### config.mk
export PLATFORM = sky130hd
export DESIGN_NAME = gato_board
export DESIGN_NICKNAME = d
export VERILOG_FILES = /design/src/rtl/gato_board.sv
export SDC_FILE = /design/constraint.sdc
export NUM_CORES = 1
export LEC_CHECK = 0
export BUFFER_PORTS_ARGS = -buffer_cell sky130_fd_sc_hd__buf_2
export CORE_MARGIN = 2
export CORE_UTILIZATION = 28
export DETAILED_ROUTE_END_ITERATION = 6
export GPL_TIMING_DRIVEN = 0
export SLEW_MARGIN = 40
export SYNTH_ARGS = -nofsm -noshare
export SYNTH_HDL_FRONTEND = slang
export SYNTH_SLANG_ARGS = --single-unit
### constraint.sdc
create_clock -name clk -period 2.5 [get_ports clk]
set_clock_uncertainty 0.2 [all_clocks]
set_input_delay 0.125 -clock clk [delete_from_list [all_inputs] [get_ports clk]]
set_output_delay 0.125 -clock clk [all_outputs]
set_load 0.01 [all_outputs]
### src/rtl/gato_board.sv
// Board keeper and referee for 3x3 tic-tac-toe. It validates and writes moves,
// then scans the eight winning lines one per clock when asked and raises
// sticky result flags for the upstream game FSM.
module gato_board (
  input  logic        clk,
  input  logic        reset,
  input  logic        turno_p1,
  input  logic        turno_p2,
  input  logic        verifica_status,
  input  logic        sel_valid,
  input  logic [3:0]  sel_cell,
  output logic        p1_mm,
  output logic        p2_mm,
  output logic        invalid_move,
  output logic [17:0] board,
  output logic        check_done,
  output logic        p1_win,
  output logic        p1_loss,
  output logic        p1_tie,
  output logic        p2_win,
  output logic        p2_loss,
  output logic        p2_tie
);

  typedef enum logic [1:0] {IDLE, SCAN, OVER} state_t;

  // Line table, line 0 in the low bits; each entry holds three 4-bit cell indices.
  localparam logic [95:0] LINE_TAB = {12'h246, 12'h048, 12'h258, 12'h147,
                                      12'h036, 12'h678, 12'h345, 12'h012};

  state_t      state_reg, state_next;
  logic [3:0]  line_cnt_reg, line_cnt_next;
  logic        p1_found_reg, p1_found_next;
  logic        p2_found_reg, p2_found_next;
  logic [17:0] board_reg, board_next;
  logic        p1_mm_reg, p1_mm_next;
  logic        p2_mm_reg, p2_mm_next;
  logic        invalid_reg, invalid_next;
  logic        done_reg, done_next;
  // {p1_win, p1_loss, p1_tie, p2_win, p2_loss, p2_tie}
  logic [5:0]  result_reg, result_next;

  logic [15:0] cell_occ;
  logic [7:0]  line_p1;
  logic [7:0]  line_p2;
  logic        move_ok;

  // Per-cell occupancy; indices 9..15 read as occupied so they are always rejected.
  generate
    for (genvar gi = 0; gi < 9; gi++) begin : g_occ
      assign cell_occ[gi] = |board_reg[2*gi +: 2];
    end
  endgenerate
  assign cell_occ[15:9] = '1;

  // Per-line "all three cells owned by P1 / P2" detectors.
  generate
    for (genvar gi = 0; gi < 8; gi++) begin : g_line
      localparam int CA = int'(LINE_TAB[12*gi+8 +: 4]);
      localparam int CB = int'(LINE_TAB[12*gi+4 +: 4]);
      localparam int CC = int'(LINE_TAB[12*gi   +: 4]);
      assign line_p1[gi] = (board_reg[2*CA +: 2] == 2'b01) &&
                           (board_reg[2*CB +: 2] == 2'b01) &&
                           (board_reg[2*CC +: 2] == 2'b01);
      assign line_p2[gi] = (board_reg[2*CA +: 2] == 2'b10) &&
                           (board_reg[2*CB +: 2] == 2'b10) &&
                           (board_reg[2*CC +: 2] == 2'b10);
    end
  endgenerate

  assign move_ok = (turno_p1 ^ turno_p2) && !cell_occ[sel_cell];

  // Next-state logic: move handling, sequential line scan and verdict.
  always_comb begin
    state_next    = state_reg;
    line_cnt_next = line_cnt_reg;
    p1_found_next = p1_found_reg;
    p2_found_next = p2_found_reg;
    board_next    = board_reg;
    result_next   = result_reg;
    p1_mm_next    = 1'b0;
    p2_mm_next    = 1'b0;
    invalid_next  = 1'b0;
    done_next     = 1'b0;
    case (state_reg)
      IDLE: begin
        if (verifica_status) begin
          state_next    = SCAN;
          line_cnt_next = 4'd0;
          p1_found_next = 1'b0;
          p2_found_next = 1'b0;
          invalid_next  = sel_valid;
        end else if (sel_valid) begin
          if (move_ok) begin
            for (int i = 0; i < 9; i++) begin
              if (sel_cell == 4'(i)) board_next[2*i +: 2] = turno_p1 ? 2'b01 : 2'b10;
            end
            p1_mm_next = turno_p1;
            p2_mm_next = turno_p2;
          end else begin
            invalid_next = 1'b1;
          end
        end
      end
      SCAN: begin
        invalid_next = sel_valid;
        if (line_cnt_reg < 4'd8) begin
          if (line_p1[line_cnt_reg[2:0]]) p1_found_next = 1'b1;
          if (line_p2[line_cnt_reg[2:0]]) p2_found_next = 1'b1;
          line_cnt_next = line_cnt_reg + 4'd1;
        end else begin
          done_next     = 1'b1;
          line_cnt_next = 4'd0;
          if (p1_found_reg) begin
            result_next = 6'b100_010;
            state_next  = OVER;
          end else if (p2_found_reg) begin
            result_next = 6'b010_100;
            state_next  = OVER;
          end else if (&cell_occ[8:0]) begin
            result_next = 6'b001_001;
            state_next  = OVER;
          end else begin
            state_next = IDLE;
          end
        end
      end
      OVER: begin
        invalid_next = sel_valid;
        done_next    = verifica_status;
      end
      default: state_next = IDLE;
    endcase
  end

  // State and output registers with synchronous reset.
  always_ff @(posedge clk) begin
    if (reset) begin
      state_reg    <= IDLE;
      line_cnt_reg <= 4'd0;
      p1_found_reg <= 1'b0;
      p2_found_reg <= 1'b0;
      board_reg    <= '0;
      result_reg   <= '0;
      p1_mm_reg    <= 1'b0;
      p2_mm_reg    <= 1'b0;
      invalid_reg  <= 1'b0;
      done_reg     <= 1'b0;
    end else begin
      state_reg    <= state_next;
      line_cnt_reg <= line_cnt_next;
      p1_found_reg <= p1_found_next;
      p2_found_reg <= p2_found_next;
      board_reg    <= board_next;
      result_reg   <= result_next;
      p1_mm_reg    <= p1_mm_next;
      p2_mm_reg    <= p2_mm_next;
      invalid_reg  <= invalid_next;
      done_reg     <= done_next;
    end
  end

  assign board        = board_reg;
  assign p1_mm        = p1_mm_reg;
  assign p2_mm        = p2_mm_reg;
  assign invalid_move = invalid_reg;
  assign check_done   = done_reg;
  assign p1_win       = result_reg[5];
  assign p1_loss      = result_reg[4];
  assign p1_tie       = result_reg[3];
  assign p2_win       = result_reg[2];
  assign p2_loss      = result_reg[1];
  assign p2_tie       = result_reg[0];

endmodule

# [Word level (Yosys, flattened, before mapping)]
# Cells that the tools add are included.
# W data, S select, Z words.
[op_classes] multipliers=0 n_bitwise=7 muxes=32 order_cmp=3 shifts=0 reduce_logical=64 n_eq_ne=33 div_mod_pow=0 add_sub_neg=1
[ops] cell="$reduce_and A5 Y1" n=9
[ops] cell="$logic_and A1 B1 Y1" n=33
[ops] cell="$eq A2 B1 Y1 const B" n=10
[ops] cell="$eq A2 B2 Y1 const B" n=10
[ops] cell="$reduce_or A2 Y1" n=10
[ops] cell="$mux W6" n=3
[ops] cell="$eq A4 B3 Y1 const B" n=4
[ops] cell="$mux W1" n=12
[ops] cell="$mux W2" n=6
[ops] cell="$ne A2 B2 Y1 const B" n=5
[ops] cell="$reduce_and A9 Y1" n=1
[ops] cell="$eq A4 B2 Y1 const B" n=2
[ops] cell="$mux W4" n=2
[ops] cell="$pmux W1 S2" n=4
[ops] cell="$pmux W4 S2" n=1
[ops] cell="$reduce_and A4 Y1" n=2
[ops] cell="$bmux W1 S3" n=2
[ops] cell="$not A1 Y1" n=6
[ops] cell="$pmux W2 S3" n=1
[ops] cell="$reduce_and A3 Y1" n=2
[ops] cell="$lt A4 B5 Y1 const B" n=1
[ops] cell="$reduce_or A5 Y1" n=1
[ops] cell="$add A4 B1 Y4 const B" n=1
[ops] cell="$bmux W1 S4" n=1
[ops] cell="other kinds (11)" n=11
[totals] rom_bits=0 memories=0 reg_bits=36 output_inout_bits=28 ramBits=0 in_bits=10 latchBits=0

# [Depth between registers and ports, before layout]
# Gate-level depths: netlist (run 1).
[logic_depth] word_depth=9 ltp_mapped=6 mapped_depth_nobuf=6

# [Worst setup path after synthesis (run 1)]
# OpenSTA, ideal clock, no wires.
[synth_timing] path_kind="register to register" from="reg board_reg[12] (netlist: board[12])" to="reg invalid_reg (netlist: invalid_move)" n_path_buf=0 slack_ns=0.682 setup_ns=0.122 t_arrival_ns=1.497 stages_incl_launch_ff=5 path_cell_list="dfxtp_1 or4b_1 o311ai_2 o211ai_1 o311a_1"
[synth_between] elab_chain_cells=9
[synth_rtl] item="start: declaration" line="35" source="logic [17:0] board_reg, board_next;"
[synth_rtl] item="start signal: assignment" line="154" source="board_reg <= board_next;"
[synth_rtl] item="$reduce_or A2 Y1" line="51" source="assign cell_occ[gi] = |board_reg[2*gi +: 2];"
[synth_rtl] item="$bmux W1 S4" line="71" source="assign move_ok = (turno_p1 ^ turno_p2) && !cell_occ[sel_cell];"
[synth_rtl] item="$mux W1 (not written as such)" line="71"
[synth_rtl] item="$logic_not A1 Y1" line="71"
[synth_rtl] item="$logic_and A1 B1 Y1" line="71"
[synth_rtl] item="$mux W1" line="94" source="if (move_ok) begin"
[synth_rtl] item="$mux W1" line="93" source="end else if (sel_valid) begin"
[synth_rtl] item="$mux W1" line="87" source="if (verifica_status) begin"
[synth_rtl] item="$pmux W1 S2" line="85" source="case (state_reg)"
[synth_rtl] item="end signal: assignment" line="158" source="invalid_reg <= invalid_next;"
[synth_rtl] item="end: declaration" line="38" source="logic invalid_reg, invalid_next;"
# No other way between the ends. The select of a mux whose other input is x is not followed.
# A chain may end at the register's enable or synchronous reset.

# [Final worst setup path (run 1)]
[layout_timing] from="reg line_cnt_reg[0]" to="reg p1_found_reg"
[layout_between] elab_chain_cells=4 word_cells_on_any_way=6 classes_between="order compare (1); eq/ne (2); mux (2); reduce/logical (1)"
[layout_rtl] item="start: declaration" line="32" source="logic [3:0] line_cnt_reg, line_cnt_next;"
[layout_rtl] item="start signal: assignment" line="151" source="line_cnt_reg <= line_cnt_next;"
[layout_rtl] item="$bmux W1 S3" line="108" source="if (line_p1[line_cnt_reg[2:0]]) p1_found_next = 1'b1;"
[layout_rtl] item="$mux W1 (not written as such)" line="108"
[layout_rtl] item="$ne A2 B2 Y1 (no line)"
[layout_rtl] item="$reduce_and A4 Y1 (no line) (*)"
[layout_rtl] item="end signal: assignment" line="152" source="p1_found_reg <= p1_found_next;"
[layout_rtl] item="end: declaration" line="33" source="logic p1_found_reg, p1_found_next;"
# Every way passes the cells marked *; elsewhere a longest branch is shown, timed or not. The select of a mux whose other input is x is not followed.

==> impl_metrics.csv, run 1 <==
group,metric,value,unit
worst_setup_path,crit_slowest_cell,"a2111oi_0",
pwr,irDropWorstVdd,0.333,mV
clock_network,cts.clk_slew.worst_paths,0.07,ns
finish,drive_gt1_share,21.6,%
routing,avgViaCountPerCell,5.33,
clock_network,hold_buffers,4,
floorplan,io_pins,38,
timing,min_period_over_period,82.2,%
timing,relSlewSlack,53.6,%
synth,synthDistinctLibCells,56,
timing,setup_viol,0,
finish,largest_reg_flops,18,
grt,grt_pass1_wl,9400,microns
synth,syn_area_per_cell,8.66,sq um
timing,hold_viol_final,0,
floorplan,die-height,87.6,microns
timing,worst_pin_slew,0.694,ns
routing,dr.pass1.iters,4,
finish,layout.nets,287,
placement,port_buffers,35,
timing,setup_tns,0,ns
job,drv_cap,0,
timing,slew_violations,0,
finish,final_util,35.8,%
timing,max_clock_freq,0.487,GHz
pwr,p_total,1.27,mW
worst_setup_path,cp_cell_sequence,"clkbuf_1 -> mux2_2 -> a2111oi_0 -> o31ai_1",
clock_network,cts_resized,0,
worst_setup_path,end_kind,"flip-flop",
clock_network,clock_latency,0.29,ns
timing,rsz0062_at_grt,"no",
floorplan,die-area,7670,sq um
synth,synth_flop_cell,"dfxtp_1",
grt,grt_pass1_vias,1884,
finish,n_antenna_cell,0,
synth,synthesis.area,1960,sq um
placement,placed_area,2250,sq um
routing,wl_per_cell,15.2,microns
worst_setup_path,required,2.46,ns
clock_network,postCtsSetupBuffers,0,
grt,track_usage,15.6,%
clock_network,tritoncts,"built",
floorplan,core,6790,sq um
floorplan,start_util,28.8,%
routing,drc,0,
run_status,status,"completed",
worst_setup_path,critPathLaunchType,"flip-flop",
finish,area_delta_synth_final,24.3,%
finish,finalInstanceArea,2430,sq um
grt,grt_overflow,0,
worst_setup_path,path_class,"reg2reg",
clock_network,cts_root_buf,"clkbuf_8",
timing,fin_crit,2.05,ns
clock_network,clock_sinks,33,
placement,hpwl,4120,microns
pwr,powerDensity,522,nW/um^2
worst_setup_path,cp_top_family,"compound AO/OA/AOI/OAI gates",
synth,synth.ff_latch_count,33,
synth,async_flop_share,0,%
routing,drt_iter0_markers,187,
grt,antenna_found_initial,0,
synth,synth_edf_count,0,
routing,wirelength,5620,microns
finish,nFillCells,719,
floorplan,die_x,87.6,microns
clock_network,cts_max_path_buffers,2,
worst_hold_path,worstHoldPathType,"in2reg",
worst_setup_path,path_buf_inv,1,
routing,vias,1967,
worst_setup_path,path_max_fanout,10,
grt,grt_max_degree,12,
pwr,p_leak,0.870,nW
clock_network,numCtsBuffers,5,
clock_network,htreeDepth,2,
synth,yosysSeqAreaShare,33.8,%
synth,syn_inst,226,
floorplan,rows,30,
synth,syn_nets,241,
placement,routabilityCongestion,0.911,
synth,yosysWarnings,0,
worst_setup_path,max_stage_delay,0.52,ns
worst_setup_path,crit_arrival,2.02,ns
routing,ant_nets,0,
cells in the mapped netlist, types with 3 or more instances:
master | number | area share [%]
nand2b_1 | 13 | 4.2
nor2_1 | 23 | 4.4
o31ai_1 | 6 | 2.3
dfxtp_1 | 33 | 34
nor3_1 | 10 | 2.6
nor4_1 | 4 | 1.3
nor4bb_1 | 4 | 2.0
o2bb2ai_1 | 8 | 3.6
ha_1 | 5 | 3.2
nand2_1 | 17 | 3.3
a21oi_1 | 9 | 2.3
inv_1 | 8 | 1.5
nand3_1 | 10 | 2.6
nor4b_1 | 5 | 2.2
nor2b_1 | 5 | 1.6
o22ai_1 | 6 | 1.9
buf_4 | 3 | 1.2
clkbuf_1 | 5 | 0.96
o41ai_2 | 3 | 2.5
placed cells by master, fill, tap and decap left out, drive strengths merged, types with 2 or more instances in the layout:
cell         count
o2111ai          2
o211ai           2
o21ai            2
nand3b           2
nand2b          13
mux2             2
o22ai            6
o41ai            6
clkinv           2
or4b             2
dfxtp           33
o311ai           2
dlygate4sd3      4
nor3b            2
clkbuf          10
o31ai            6
nor4             4
o2bb2ai          8
ha               5
nor3            10
a21oi            9
nand4bb          2
nand2           17
buf             41
a211oi           2
nor2            23
bufinv           2
a31oi            2
nor4bb           4
nor2b            5
inv              8
nand3           10
nor4b            5
worst register-to-register path, cell delays in order (launching register included):
cell and delay, ns:
dfxtp_1 0.34, clkbuf_1 0.35, mux2_2 0.39, a2111oi_0 0.52, o31ai_1 0.13
logic make-up (layout without fill, tap and decap cells):
| group | count (synthesis) | in the layout | synth area share, % |
|---|---|---|---|
| adder cells (fa/ha/maj) | 5 | 5 | 3.20 |
| AO/OA/AOI/OAI | 56 | 56 | 24.4 |
| AND/OR/NAND/NOR | 107 | 107 | 30.8 |
| buffers and inverters | 20 | 67 | 4.54 |
| XOR/XNOR | 1 | 1 | 0.448 |
| multiplexers | 4 | 4 | 2.81 |
| flip-flops | 33 | 33 | 33.8 |
metrics by stage:
| step | instances | worst slack [ns] | hold slack [ns] |
|---|---|---|---|
| 2_1_floorplan | 226 | 0.682 | 0.0562 |
| 3_3_place_gp | 357 | 0.358 | 0.194 |
| 3_5_place_dp | 357 | 0.378 | 0.193 |
| 4_1_cts | 369 | 0.362 | 0.0530 |
| 5_1_grt | 369 | 0.351 | 0.0795 |
| 6_report | 369 | 0.446 | 0.0633 |
layout make-up:
class,count,area [sq um],share of cell area [%]
multi-input cells,173,1210,49.9
inverters,9,33.8,1.39
flip-flops and latches,33,661,27.2
plain buffers,11,55.1,2.26
repair buffers,39,215,8.85
clock inverters,3,65.1,2.67
well taps,96,120,4.94
clock buffers,5,68.8,2.83
routing by layer:
metal | global-route usage (%) | part of all wire, % | vias up
met5 | 0 | 0 | -
met4 | 6.15 | 1.3 | 0
met3 | 3.30 | 4.5 | 9
met2 | 23.8 | 47 | 51
met1 | 21.5 | 48 | 947
li1 | - | - | 960
power breakdown:
group	total (mW)	internal (mW)	switching [mW]
sequential	0.538	0.532	0.00598
combinational	0.130	0.0482	0.0819
clock	0.601	0.396	0.205
path summary, 6_finish.rpt:
path / cells after the start / end / start / slack (ns)
max: 4 / p1_found_reg$_SDFFE_PP0P_ / line_cnt_reg[0]$_SDFFE_PP0P_ / 0.45
min reg2reg: 2 / p2_found_reg$_SDFFE_PP0P_ / p2_found_reg$_SDFFE_PP0P_ / 0.31
max reg2reg: 4 / p1_found_reg$_SDFFE_PP0P_ / line_cnt_reg[0]$_SDFFE_PP0P_ / 0.45
min: 4 / board[17]$_SDFFE_PP0P_ / sel_cell[1] / 0.06
Note: power is estimated with default switching activity, not from simulation.
==> run 2: changes to the inputs <==
Clock period 2.5 ns to 1.7 ns, I/O delays scaled along.
==> impl_metrics.csv, run 2 (synthesized netlist as in run 1, its figures left out) <==
group,metric,value,unit
clock_network,cts.clk_slew.worst_paths,0.07,ns
routing,wirelength,6010,microns
routing,vias,2012,
pwr,internal-power,1.21,mW
worst_setup_path,crit_arrival,1.86,ns
routing,ant_nets,0,
floorplan,io_pins,38,
finish,area_delta_synth_final,46.5,%
clock_network,cts_root_buf,"clkbuf_8",
floorplan,die-area,7670,sq um
run_status,status,"complete, but fails checks",
routing,avgViaCountPerCell,5.23,
finish,n_antenna_cell,0,
timing,slew_violations,0,
timing,rsz0062_at_grt,"yes",
finish,layout_commonest_cell,"buf_2",
worst_setup_path,critPathLaunchType,"flip-flop",
finish,finalInstanceArea,2870,sq um
pwr,power_switching,0.448,mW
routing,wl_met3,309,microns
pwr,combPwrFrac,16.3,%
finish,mostFrequentLayoutCells,"buf_2, nor2_1, nand2_1, dfxtp_1, buf_4",
timing,finalWorstSetupSlack,-0.171,ns
floorplan,rows,30,
routing,wl_met2,2720,microns
placement,hpwl,4150,microns
routing,m1WireLength,2910,microns
grt,grt_max_degree,11,
job,drv_cap,0,
routing,drt_iter0_markers,130,
floorplan,core,6790,sq um
worst_setup_path,r2r_start,"line_cnt_reg[0]$_SDFFE_PP0P_",
worst_setup_path,rrSetupSlack,-0.17,ns
finish,layout.nets,304,
worst_setup_path,end_kind,"flip-flop",
clock_network,clock_latency,0.29,ns
routing,wl_per_cell,15.6,microns
finish,largest_reg_flops,18,
grt,grt_overflow,0,
timing,setup_viol,22,
finish,drive_gt1_share,43.6,%
finish,final_util,42.2,%
pwr,pwr-share-clk,36.5,%
placement,placed_area,2300,sq um
run_status,violations,"setup timing",
floorplan,start_util,28.8,%
timing,max_clock_freq,0.534,GHz
clock_network,cts_max_path_buffers,2,
worst_hold_path,worstHoldPathType,"in2reg",
routing,drc,0,
placement,routabilityCongestion,0.907,
timing,hold_viol_final,0,
grt,antenna_found_initial,0,
grt,grt_pass1_wl,9760,microns
clock_network,htreeDepth,2,
placement,placed_cells,357,
finish,final_cells,385,
timing,fin_crit,1.87,ns
worst_setup_path,path_max_fanout,10,
grt,track_usage,16.2,%
grt,grt_pass1_vias,1902,
routing,highest_layer,"met4",
pwr,p_leak,1.01,nW
pwr,powerDensity,579,nW/um^2
pwr,p_seq_share,47.2,%
pwr,irDropWorstVdd,0.272,mV
worst_hold_path,min_to,"board[10]$_SDFFE_PP0P_",
floorplan,die_x,87.6,microns
timing,whs,0.0352,ns
pwr,p_total,1.66,mW
worst_setup_path,required,1.69,ns
clock_network,numCtsBuffers,5,
pwr,p_sw_share,27.0,%
clock_network,clock_sinks,33,
worst_hold_path,worstHoldStart,"sel_cell[0]",
worst_setup_path,r2r_cells,5,
timing,min_period_over_period,110,%
placement,port_buffers,35,
worst_setup_path,path_class,"reg2reg",
floorplan,die-height,87.6,microns
timing,worst_pin_slew,0.734,ns
routing,dr.pass1.iters,4,
worst_hold_path,holdPathStages,3,
clock_network,tritoncts,"built",
worst_setup_path,regToRegEndpoint,"p1_found_reg$_SDFFE_PP0P_",
timing,relSlewSlack,51.1,%
-- run 2: final cells by class --
class	count	area [sq um]
timing repair buffer	56	362
multi-input combinational	173	1490
fill	678	3930
buffer	11	71.3
inverter	9	33.8
sequential	33	702
clock buffer	7	86.3
tap	96	120
-- run 2: power groups by stage --
| stage | Clock (mW) | Combinational [mW] | Sequential (mW) |
|---|---|---|---|
| global route | 0.663 | 0.297 | 0.784 |
| global placement | 0 | 0.192 | 0.809 |
| floorplan | 0 | 0.132 | 0.811 |
| CTS | 0.613 | 0.250 | 0.791 |
| finish | 0.606 | 0.271 | 0.783 |
| detailed placement | 0 | 0.194 | 0.809 |
-- run 2: what timing repair did --
action | CTS | global route
endpoints found under the hold margin | 5 | 0
cloned | 1 | 0
hold buffers | 4 | 0
setup endpoints to repair | 31 | 30
pin swaps | 14 | 17
buffers inserted | 6 | 10
gates resized for setup | 40 | 32
-- run 2: worst max path at each step --
stage | cells past startpoint | start | slack [ns] | to
finish | 5 | line_cnt_reg[0]$_SDFFE_PP0P_ | -0.17 | p1_found_reg$_SDFFE_PP0P_
global route | 5 | board[12]$_SDFFE_PP0P_ | -0.21 | board[17]$_SDFFE_PP0P_
CTS | 5 | board[10]$_SDFFE_PP0P_ | -0.14 | board[12]$_SDFFE_PP0P_
detailed placement | 4 | board[17]$_SDFFE_PP0P_ | -0.32 | result_reg[1]$_SDFFE_PP0P_
global placement | 4 | board[17]$_SDFFE_PP0P_ | -0.33 | result_reg[1]$_SDFFE_PP0P_
floorplan | 4 | board[13]$_SDFFE_PP0P_ | -0.04 | invalid_move$_SDFF_PP0_
-- run 2: metrics by stage --
step	TNS, ns	setup WS [ns]
floorplan	-0.247	-0.0380
global placement	-4.32	-0.333
detailed placement	-4.48	-0.323
CTS	-2.47	-0.137
global route	-3.91	-0.210
finish	-2.57	-0.171
-- run 2: layer usage --
metal / global-route usage [%] / up-vias
met5: 0 / -
met4: 5.31 / 0
met3: 3.49 / 9
met2: 24.3 / 60
met1: 23.0 / 954
li1: - / 989
-- run 2: critical path: stages (launching register included) --
cell and delay, ns:
dfxtp_2 0.32, clkbuf_8 0.16, or4b_4 0.53, nor4b_2 0.24, nor4_1 0.09, o31ai_1 0.23
==> run 3: changes to the inputs <==
Settings changed: ABC_AREA set to 1.
==> impl_metrics.csv, run 3 <==
group,metric,value,unit
finish,layout.nets,379,
floorplan,core,6790,sq um
clock_network,clock_sinks,33,
clock_network,tritoncts,"built",
routing,wl_met3,286,microns
synth,synth_compound_area_share,10.5,%
timing,max_clock_freq,0.584,GHz
synth,yosysWarnings,0,
synth,synthDistinctLibCells,30,
timing,setup_tns,-0.0225,ns
worst_setup_path,end_kind,"flip-flop",
run_status,status,"complete, but fails checks",
pwr,p_sw_share,28.2,%
timing,whs,0.0635,ns
run_status,violations,"setup timing",
worst_setup_path,crit_arrival,1.69,ns
finish,mostFrequentLayoutCells,"nor2_1, inv_1, nand2_1, buf_2, nand3_1",
routing,wirelength,6100,microns
clock_network,htreeDepth,2,
timing,fin_crit,1.71,ns
synth,synthSimpleGateAreaFrac,39.6,%
synth,synth_edf_count,0,
placement,port_buffers,35,
timing,hold_viol_final,0,
synth,synth_top_area_share,33.7,%
clock_network,cts_max_path_buffers,2,
worst_setup_path,path_class,"reg2reg",
grt,grt_overflow,0,
pwr,internal-power,1.41,mW
clock_network,cts_root_buf,"clkbuf_8",
finish,finalInstanceArea,2740,sq um
finish,n_antenna_cell,0,
timing,slew_violations,0,
worst_setup_path,required,1.68,ns
worst_setup_path,rrSetupSlack,-0.01,ns
floorplan,die-height,87.7,microns
synth,async_flop_share,0,%
synth,syn_inst,305,
finish,largest_reg_flops,18,
clock_network,clock_latency,0.29,ns
pwr,pwr-share-clk,39.6,%
floorplan,rows,30,
timing,min_period_over_period,101,%
floorplan,start_util,28.9,%
worst_setup_path,max_stage_delay,0.36,ns
synth,synth_xor_area_share,0.446,%
worst_hold_path,worstHoldStart,"reset",
timing,setup_viol,4,
timing,rsz0062_at_grt,"yes",
synth,synthesis.area,1960,sq um
floorplan,die_x,87.7,microns
finish,drive_gt1_share,35.3,%
clock_network,numCtsBuffers,5,
worst_hold_path,min_to,"board[7]$_SDFFE_PP0P_",
finish,nFillCells,713,
routing,highest_layer,"met4",
synth,synth.area.mux_share,0,%
synth,yosys-top-cells-count,"nor2_1, inv_1, nand2_1",
pwr,powerDensity,718,nW/um^2
placement,routabilityCongestion,0.948,
synth,synth_adder_area_share,3.19,%
timing,relSlewSlack,54.6,%
worst_setup_path,regToRegEndpoint,"board[9]$_SDFFE_PP0P_",
routing,wl_met2,3020,microns
synth,synth_top_family_by_area,"simple AND/OR/NAND/NOR gates",
worst_setup_path,r2r_start,"board[2]$_SDFFE_PP0P_",
clock_network,cts.clk_slew.worst_paths,0.07,ns
synth,synth_area_leaders,"dfxtp_1, nor2_1, inv_1, nand2_1, nand3_1",
routing,drt_iter0_markers,136,
routing,avgViaCountPerCell,4.73,
routing,vias,2180,
floorplan,io_pins,38,
routing,m1WireLength,2650,microns
worst_setup_path,r2r_cells,11,
synth,synth.ff_latch_count,33,
timing,finalWorstSetupSlack,-0.0131,ns
synth,yosys.area.top_type,"dfxtp_1",
finish,layout_commonest_cell,"nor2_1",
routing,dr.pass1.iters,4,
timing,worst_pin_slew,0.681,ns
worst_setup_path,cp_cell_sequence,"nor2_4 -> inv_1 -> nand2_1 -> nand2_2 -> nor2_2 -> nor2_2 -> nor2_4 -> buf_6 -> nand4_1 -> nand2_1 -> nor2_1",
worst_setup_path,crit_slowest_cell,"dfxtp_4",
pwr,p_seq_share,41.5,%
synth,syn_area_per_cell,6.44,sq um
grt,grt_pass1_wl,9450,microns
grt,track_usage,15.8,%
routing,drc,0,
grt,antenna_found_initial,0,
synth,synth.most_common_cell,"nor2_1",
worst_hold_path,holdPathStages,2,
worst_setup_path,critPathLaunchType,"flip-flop",
pwr,irDropWorstVdd,0.343,mV
pwr,p_leak,1.21,nW
finish,area_delta_synth_final,39.6,%
worst_setup_path,path_max_fanout,5,
floorplan,die-area,7700,sq um
routing,ant_nets,0,
placement,hpwl,4220,microns
synth,syn_nets,320,
grt,grt_max_degree,11,
job,drv_cap,0,
worst_hold_path,worstHoldPathType,"in2reg",
routing,wl_per_cell,13.2,microns
synth,yosysSeqAreaShare,33.7,%
grt,grt_pass1_vias,2005,
pwr,combPwrFrac,18.9,%
synth,synth_flop_cell,"dfxtp_1",
placement,placed_area,2260,sq um
pwr,power_switching,0.554,mW
## run 3: what timing repair did
item	4_1_cts	5_1_grt
hold buffers	6	0
gates resized for setup	36	38
setup endpoints to repair	28	28
endpoints found under the hold margin	5	0
buffers inserted	8	2
gates cloned	1	0
pin swaps	7	15
## run 3: logic make-up (layout without fill, tap and decap cells)
family,Yosys count,count (layout)
AND/OR/NAND/NOR,170,170
buffers and inverters,60,120
AO/OA/AOI/OAI,36,36
flip-flops,33,33
adder cells (fa/ha/maj),5,5
XOR/XNOR,1,1
## run 3: cell type report
cell class	instances	area [sq um]	area share, %
multi-input cells	212	1200	43.9
flip-flops and latches	33	691	25.2
repair buffers	52	352	12.8
inverters	50	188	6.85
well taps	96	120	4.38
clock buffers	7	86.3	3.15
plain buffers	10	72.6	2.65
clock inverters	1	30.0	1.10
## run 3: stage by stage
step | setup slack [ns] | power [mW] | instances | utilization (%)
2_1_floorplan | 0.0387 | 1.03 | 305 | -
3_3_place_gp | -0.193 | 1.10 | 436 | 33.2
3_5_place_dp | -0.253 | 1.11 | 436 | 33.2
4_1_cts | -0.00896 | 1.96 | 459 | 38.7
5_1_grt | -0.0915 | 2.05 | 461 | 40.3
6_report | -0.0131 | 1.97 | 461 | 40.3
## run 3: layer usage
metal / GRT usage (%) / vias up
met3: 3.02 / 16
met1: 20.0 / 1002
met4: 5.17 / 0
li1: - / 1098
met2: 27.1 / 64
met5: 0 / -
## run 3: power by group through the flow
stage	Combinational [mW]	Clock, mW	Sequential (mW)
2_1_floorplan	0.197	0	0.832
3_3_place_gp	0.268	0	0.833
3_5_place_dp	0.275	0	0.834
4_1_cts	0.350	0.789	0.817
5_1_grt	0.407	0.829	0.819
6_report	0.372	0.779	0.817
## run 3: how the worst max path moves through the flow
| stage | slack [ns] | from | cells past startpoint | end |
|---|---|---|---|---|
| 2_1_floorplan | 0.04 | state_reg[0]$_SDFFE_PP0P_ | 9 | p1_found_reg$_SDFFE_PP0P_ |
| 3_3_place_gp | -0.19 | state_reg[0]$_SDFFE_PP0P_ | 8 | p1_found_reg$_SDFFE_PP0P_ |
| 3_5_place_dp | -0.25 | state_reg[0]$_SDFFE_PP0P_ | 8 | p2_found_reg$_SDFFE_PP0P_ |
| 4_1_cts | -0.009 | board[17]$_SDFFE_PP0P_ | 9 | board[13]$_SDFFE_PP0P_ |
| 5_1_grt | -0.09 | board[11]$_SDFFE_PP0P_ | 7 | state_reg[1]$_SDFFE_PP0P_ |
| 6_report | -0.01 | board[2]$_SDFFE_PP0P_ | 11 | board[9]$_SDFFE_PP0P_ |
## run 3: worst max-delay path, delay by kind of cell, from the launching register on
| family | cells | cell delay [ns] |
|---|---|---|
| buffers and inverters | 2 | 0.20 |
| DFF | 1 | 0.36 |
| and+or+nand+nor | 9 | 0.84 |
